[config.mk]
export PLATFORM = sky130hd
export DESIGN_NAME = ym_dac_capture
export DESIGN_NICKNAME = d
export VERILOG_FILES = /design/src/rtl/ym_dac_pkg.sv /design/src/rtl/ym_dac_exp2lin.sv /design/src/rtl/ym_dac_capture.sv
export SDC_FILE = /design/constraint.sdc
export NUM_CORES = 1
export LEC_CHECK = 0
export ABC_AREA = 1
export CORE_ASPECT_RATIO = 1.5
export CORE_MARGIN = 3
export CORE_UTILIZATION = 47
export CTS_CLUSTER_DIAMETER = 60
export DETAILED_ROUTE_END_ITERATION = 12
export GPL_TIMING_DRIVEN = 0
export PLACE_DENSITY_LB_ADDON = 0.3
export SYNTH_ARGS = -nofsm -noshare
export SYNTH_HDL_FRONTEND = slang
export SYNTH_HIERARCHICAL = 1
export SYNTH_SLANG_ARGS = --single-unit
[constraint.sdc]
create_clock -name clk -period 1.68 [get_ports clk]
set_clock_uncertainty 0.2 [all_clocks]
set_input_delay 0.336 -clock clk [delete_from_list [all_inputs] [get_ports clk]]
set_output_delay 0.336 -clock clk [all_outputs]
set_load 0.005 [all_outputs]
[src/rtl/ym_dac_pkg.sv]
// Shared field layout of the YM2151 DAC word and its linear conversion.
package ym_dac_pkg;

  localparam int MANT_LSB = 3;
  localparam int MANT_W   = 10;
  localparam int EXP_LSB  = 13;
  localparam int EXP_W    = 3;
  localparam int RAW_W    = 13;
  localparam int LIN_W    = 16;
  localparam int SREG_W   = EXP_LSB + EXP_W;

  localparam logic [EXP_W-1:0] EXP_ZERO = '0;

endpackage

[src/rtl/ym_dac_exp2lin.sv]
// Converts one 13-bit YM2151 floating-point DAC word into 16-bit signed linear.
module ym_dac_exp2lin
  import ym_dac_pkg::*;
(
  input  logic [RAW_W-1:0] raw,
  output logic [LIN_W-1:0] lin
);

  logic [EXP_W-1:0]  e;
  logic [MANT_W-1:0] m;
  logic [LIN_W-1:0]  ext;

  assign e = raw[RAW_W-1 -: EXP_W];
  assign m = raw[MANT_W-1:0];

  // The mantissa is offset binary: inverting its top bit gives two's complement.
  always_comb begin
    ext = {{(LIN_W-MANT_W){~m[MANT_W-1]}}, ~m[MANT_W-1], m[MANT_W-2:0]};
    lin = '0;
    if (e != EXP_ZERO) begin
      lin = ext << (e - 3'd1);
    end
  end

endmodule

[src/rtl/ym_dac_capture.sv]
// Captures the YM2151 serial DAC stream into left/right pairs with a
// ready/ack handshake, overrun counting and a P1 watchdog.
module ym_dac_capture
  import ym_dac_pkg::*;
#(
  parameter int SYNC_STAGES = 2,
  parameter int TIMEOUT_W   = 8
) (
  input  logic               clk,
  input  logic               rst_n,
  input  logic               ym_p1,
  input  logic               ym_so,
  input  logic               ym_sh1,
  input  logic               ym_sh2,
  input  logic               enable,
  input  logic               rd_ack,
  output logic [RAW_W-1:0]   left_raw,
  output logic [RAW_W-1:0]   right_raw,
  output logic [LIN_W-1:0]   left,
  output logic [LIN_W-1:0]   right,
  output logic               sample_valid,
  output logic               sample_ready,
  output logic [7:0]         overrun_cnt,
  output logic               p1_lost
);

  logic [SYNC_STAGES-1:0] p1_sync, so_sync, sh1_sync, sh2_sync;
  logic                   p1_prev;
  logic                   p1_rise, so_s, sh1_s, sh2_s;
  logic                   sh1_prev, sh2_prev, sh1_fall, sh2_fall;
  // Bit 0 of the word would be shifted out unused, so only [15:1] is kept.
  logic [SREG_W-1:1]      sreg;
  logic                   left_got, pair_pend;
  logic [TIMEOUT_W-1:0]   wd_cnt;

  always_ff @(posedge clk or negedge rst_n) begin
    if (!rst_n) begin
      p1_sync  <= '0;
      so_sync  <= '0;
      sh1_sync <= '0;
      sh2_sync <= '0;
      p1_prev  <= 1'b0;
    end else begin
      p1_sync  <= {p1_sync[SYNC_STAGES-2:0], ym_p1};
      so_sync  <= {so_sync[SYNC_STAGES-2:0], ym_so};
      sh1_sync <= {sh1_sync[SYNC_STAGES-2:0], ym_sh1};
      sh2_sync <= {sh2_sync[SYNC_STAGES-2:0], ym_sh2};
      p1_prev  <= p1_sync[SYNC_STAGES-1];
    end
  end

  assign p1_rise  = p1_sync[SYNC_STAGES-1] & ~p1_prev;
  assign so_s     = so_sync[SYNC_STAGES-1];
  assign sh1_s    = sh1_sync[SYNC_STAGES-1];
  assign sh2_s    = sh2_sync[SYNC_STAGES-1];
  assign sh1_fall = sh1_prev & ~sh1_s;
  assign sh2_fall = sh2_prev & ~sh2_s;

  // Strobe history is cleared while disabled so a stale high level cannot
  // latch a half-shifted word right after re-enable.
  always_ff @(posedge clk or negedge rst_n) begin
    if (!rst_n) begin
      sreg      <= '0;
      sh1_prev  <= 1'b0;
      sh2_prev  <= 1'b0;
      left_raw  <= '0;
      right_raw <= '0;
      left_got  <= 1'b0;
      pair_pend <= 1'b0;
    end else if (!enable) begin
      sreg      <= '0;
      sh1_prev  <= 1'b0;
      sh2_prev  <= 1'b0;
      left_got  <= 1'b0;
      pair_pend <= 1'b0;
    end else begin
      pair_pend <= 1'b0;
      if (p1_rise) begin
        sreg     <= {so_s, sreg[SREG_W-1:2]};
        sh1_prev <= sh1_s;
        sh2_prev <= sh2_s;
        if (sh1_fall) begin
          left_raw <= sreg[SREG_W-1:MANT_LSB];
          left_got <= 1'b1;
        end
        if (sh2_fall) begin
          right_raw <= sreg[SREG_W-1:MANT_LSB];
          if (left_got) begin
            pair_pend <= 1'b1;
            left_got  <= 1'b0;
          end
        end
      end
    end
  end

  always_ff @(posedge clk or negedge rst_n) begin
    if (!rst_n) begin
      sample_valid <= 1'b0;
      sample_ready <= 1'b0;
      overrun_cnt  <= '0;
    end else begin
      sample_valid <= pair_pend & enable;
      if (sample_valid) begin
        sample_ready <= 1'b1;
      end else if (rd_ack) begin
        sample_ready <= 1'b0;
      end
      if (sample_valid && sample_ready && !rd_ack && overrun_cnt != 8'hFF) begin
        overrun_cnt <= overrun_cnt + 8'd1;
      end
    end
  end

  always_ff @(posedge clk or negedge rst_n) begin
    if (!rst_n) begin
      wd_cnt <= '0;
    end else if (p1_rise) begin
      wd_cnt <= '0;
    end else if (!(&wd_cnt)) begin
      wd_cnt <= wd_cnt + 1'b1;
    end
  end

  assign p1_lost = &wd_cnt;

  ym_dac_exp2lin u_left_conv  (.raw(left_raw),  .lin(left));
  ym_dac_exp2lin u_right_conv (.raw(right_raw), .lin(right));

endmodule

==> impl_metrics.env <==
export IMPL_cts_made_buffers=9
export IMPL_crit_type="register to output pin"
export IMPL_io_buffers=75
export IMPL_synth_cell_area_um2=3970
export IMPL_setup_worst_path_start_class="register"
export IMPL_leakagePower_nw=3.319
export IMPL_worst_path_stages=12
export IMPL_avgSynthCellArea_um2=7.379
export IMPL_wl_met2_um=6918
export IMPL_drt_pass1_iter_count=6
export IMPL_die_h_um=118.6
export IMPL_insertion_delay_ps=330
export IMPL_ys_ff_latch=70
export IMPL_vias_per_cell=5.308
export IMPL_ir_worst_vdd_mv=1.053
export IMPL_yosys_area_top_type_share_pct=44.12
export IMPL_ys_warn_count=6
export IMPL_dr_total_vias=4294
export IMPL_syn_inst=538
export IMPL_multiInputGateArea_um2=2360
export IMPL_grt_setup_unrepaired="true"
export IMPL_ios=77
export IMPL_slew_violations=0
export IMPL_die_w_um=81.04
export IMPL_cp_data_arrival_time_ps=1840
export IMPL_fin_nets=713
export IMPL_r2r_cells=9
export IMPL_cts_sinks=70
export IMPL_yosys_top_cells_area="dfrtp_1 44%, nand2_1 21%, nand3_1 7.1%"
export IMPL_fin_util_pct=77.44
export IMPL_routed_wirelength_um=12410
export IMPL_track_usage_pct=23.97
export IMPL_seq_area_um2=1762
export IMPL_tightest_slew_ps=854.2
export IMPL_grt_first_pass_wirelength_um=18400
export IMPL_fill_cells=526
export IMPL_antenna_cells=0
export IMPL_area_growth_syn_to_layout_pct=58.15
export IMPL_grt_max_degree=71
export IMPL_crit_buf_inv=6
export IMPL_met1_length_um=4403
export IMPL_crit_family="buffers and inverters"
export IMPL_ys_seq_area_share_pct=44.12
export IMPL_fin_crit_sh_pct=141.6
export IMPL_total_power_w=0.004098
export IMPL_min_path_type="primary input to register"
export IMPL_cap_viol_max_count=0
export IMPL_drive_gt1_share_pct=41.48
export IMPL_root_buffer="clkbuf_16"
export IMPL_cp_cell_sequence="inv_6, ha_4, inv_2, nand2_4, nand2_4, nor2_4, buf_6, buf_6, buf_6, nand2_2, nand2_1, buf_2"
export IMPL_antenna_found_initial=0
export IMPL_p_per_area_nw_per_um2=652.7
export IMPL_outcome="finished, violations left"
export IMPL_syn_num_nets=552
export IMPL_cpPeakStageDelay_ps=430
export IMPL_drc=0
export IMPL_ff2ff_setup_slack_ps=110
export IMPL_start_util_pct=48.97
export IMPL_failed_checks="negative setup slack"
export IMPL_drtIter0Drc=309
export IMPL_die_area_um2=9608
export IMPL_gp_congestion=0.9004
export IMPL_fmax_mhz=420.4
export IMPL_cp_max_fo=4
export IMPL_finalHoldViolCount=0
export IMPL_slowest_stage="dfrtp_2"
export IMPL_route_met3_wl_um=633
export IMPL_min_period_ps=2379
export IMPL_dpl_hpwl_um=6937
export IMPL_endpoint_kind="output pin"
export IMPL_grt_overflow_total=0
export IMPL_setup_violations=33
export IMPL_grt_pass1_vias=4157
export IMPL_core_area_um2=8108
export IMPL_htreeDepth=3
export IMPL_cts_buffer_depth=2
export IMPL_critPathMostFrequentCell="buf_6"
export IMPL_relSlewSlack_pct=43.05
export IMPL_ys_types=32
export IMPL_dpl_cell_count=718
export IMPL_setup_slack_ps=-698.8
export IMPL_finalNonFillerCells=809
export IMPL_synth_area_leader_cell="dfrtp_1"
export IMPL_ant_nets=0
export IMPL_cp_required_ps=1140
export IMPL_rows=40
export IMPL_worstHoldPathCells=3
export IMPL_highest_layer="met4"
export IMPL_wire_per_inst_um=15.34
export IMPL_path_clk_slew_ps=60
export IMPL_cts_tree="yes"
==> power by group <==
group / internal, W / switching, W
clock: 0.00115 / 0.000712
sequential: 0.00174 / 0.0000637
combinational: 0.000206 / 0.000222
==> cells in the mapped netlist (all sizes together) <==
master,instances
o22ai,12
a21oi,9
nand4,6
or2,1
ha,6
o21bai,2
nor3b,1
inv,68
xor2,2
nor2,23
nand2,228
nor3,2
dfrtp,70
buf,16
o21ai,33
xnor2,1
clkbuf,1
nand3,57
==> worst paths after layout <==
check                                                start                    endpoint
worst min-delay path                                enable      sample_valid$_DFF_PN0_
worst max register to register  overrun_cnt[1]$_DFFE_PN0P_  overrun_cnt[7]$_DFFE_PN0P_
worst min register to register        p1_sync[0]$_DFF_PN0_        p1_sync[1]$_DFF_PN0_
worst max-delay path              left_raw[10]$_DFFE_PN0P_                     left[8]
min in group asynchronous                            rst_n     left_raw[6]$_DFFE_PN0P_
max in group asynchronous                            rst_n    left_raw[10]$_DFFE_PN0P_
==> logic make-up (layout without fill, tap and decap cells) <==
group / after synthesis / count (layout) / share of synthesized area, %
adder cells (fa/ha/maj): 6 / 6 / 1.891
flip-flops: 70 / 70 / 44.12
buffers and inverters: 85 / 251 / 9.707
AND/OR/NAND/NOR: 318 / 318 / 34.82
AO/OA/AOI/OAI: 56 / 56 / 8.793
XOR/XNOR: 3 / 3 / 0.6620
==> worst register-to-register path, delay by kind of cell (launching register included) <==
family	cells	cell delay [ps]
fa+ha+maj	1	190
simple gates	6	530
flops	1	350
buf+inv	2	210
==> layout by cell type, fill, tap and decap left out, types with 3 or more instances in the layout <==
master / n
nand4_1: 5
o21ai_1: 19
o21ai_0: 5
clkbuf_16: 9
nor2_4: 8
nand2_1: 159
a21oi_2: 3
dfrtp_1: 62
buf_4: 39
nand3_2: 18
a21oi_1: 4
buf_2: 30
clkbuf_2: 3
inv_4: 4
o22ai_1: 12
nand3_4: 6
nand2_4: 19
buf_6: 50
o21ai_2: 9
inv_2: 8
dfrtp_2: 8
dlygate4sd2_1: 32
nand3_1: 33
nand2_2: 50
inv_1: 55
clkdlybuf4s50_1: 5
nor2_1: 13
ha_4: 5
==> what timing repair did <==
action                                  in CTS  in global routing
setup buffers                               67                  8
gates cloned                                 2                  0
endpoints found under the hold margin       70                  0
hold buffers                                 1                  0
pin swaps                                   57                 44
resized for setup                          265                 84
endpoints found under the setup margin      69                 43
==> final cells by class <==
type / count / area share [%]
multi-input combinational: 383 / 37.58
sequential: 70 / 28.06
timing repair buffer: 151 / 20.53
inverter: 68 / 4.305
clock buffer: 9 / 3.587
buffer: 16 / 2.690
tap: 105 / 2.092
clock inverter: 7 / 1.156
==> registers in the layout, summed over array words and instances, names as in the netlist <==
signal	count
left_raw	13
right_raw	13
sh1_sync	2
sample_valid	1
sh2_sync	2
p1_prev	1
sh1_prev	1
sample_ready	1
pair_pend	1
wd_cnt	8
sreg	13
p1_sync	2
overrun_cnt	8
left_got	1
so_sync	2
sh2_prev	1
==> metal layers <==
metal | vias up | track usage [%]
li1 | 2022 | -
met2 | 159 | 43.98
met5 | - | 0
met3 | 45 | 4.192
met1 | 2068 | 26.01
met4 | 0 | 10.25
==> stage by stage <==
step	hold slack, ps	TNS (ps)	setup WS (ps)	instance area, um2
3_3_place_gp	131.5	-175290	-2210	5021
5_1_grt	137.5	-21910	-792.3	6279
6_report	138.1	-19390	-698.8	6279
2_1_floorplan	-159.6	-2151	-94.81	4139
4_1_cts	122.8	-18440	-673.4	5964
3_5_place_dp	136.4	-21770	-713.4	5019
Power figures use the tool's default switching activity.
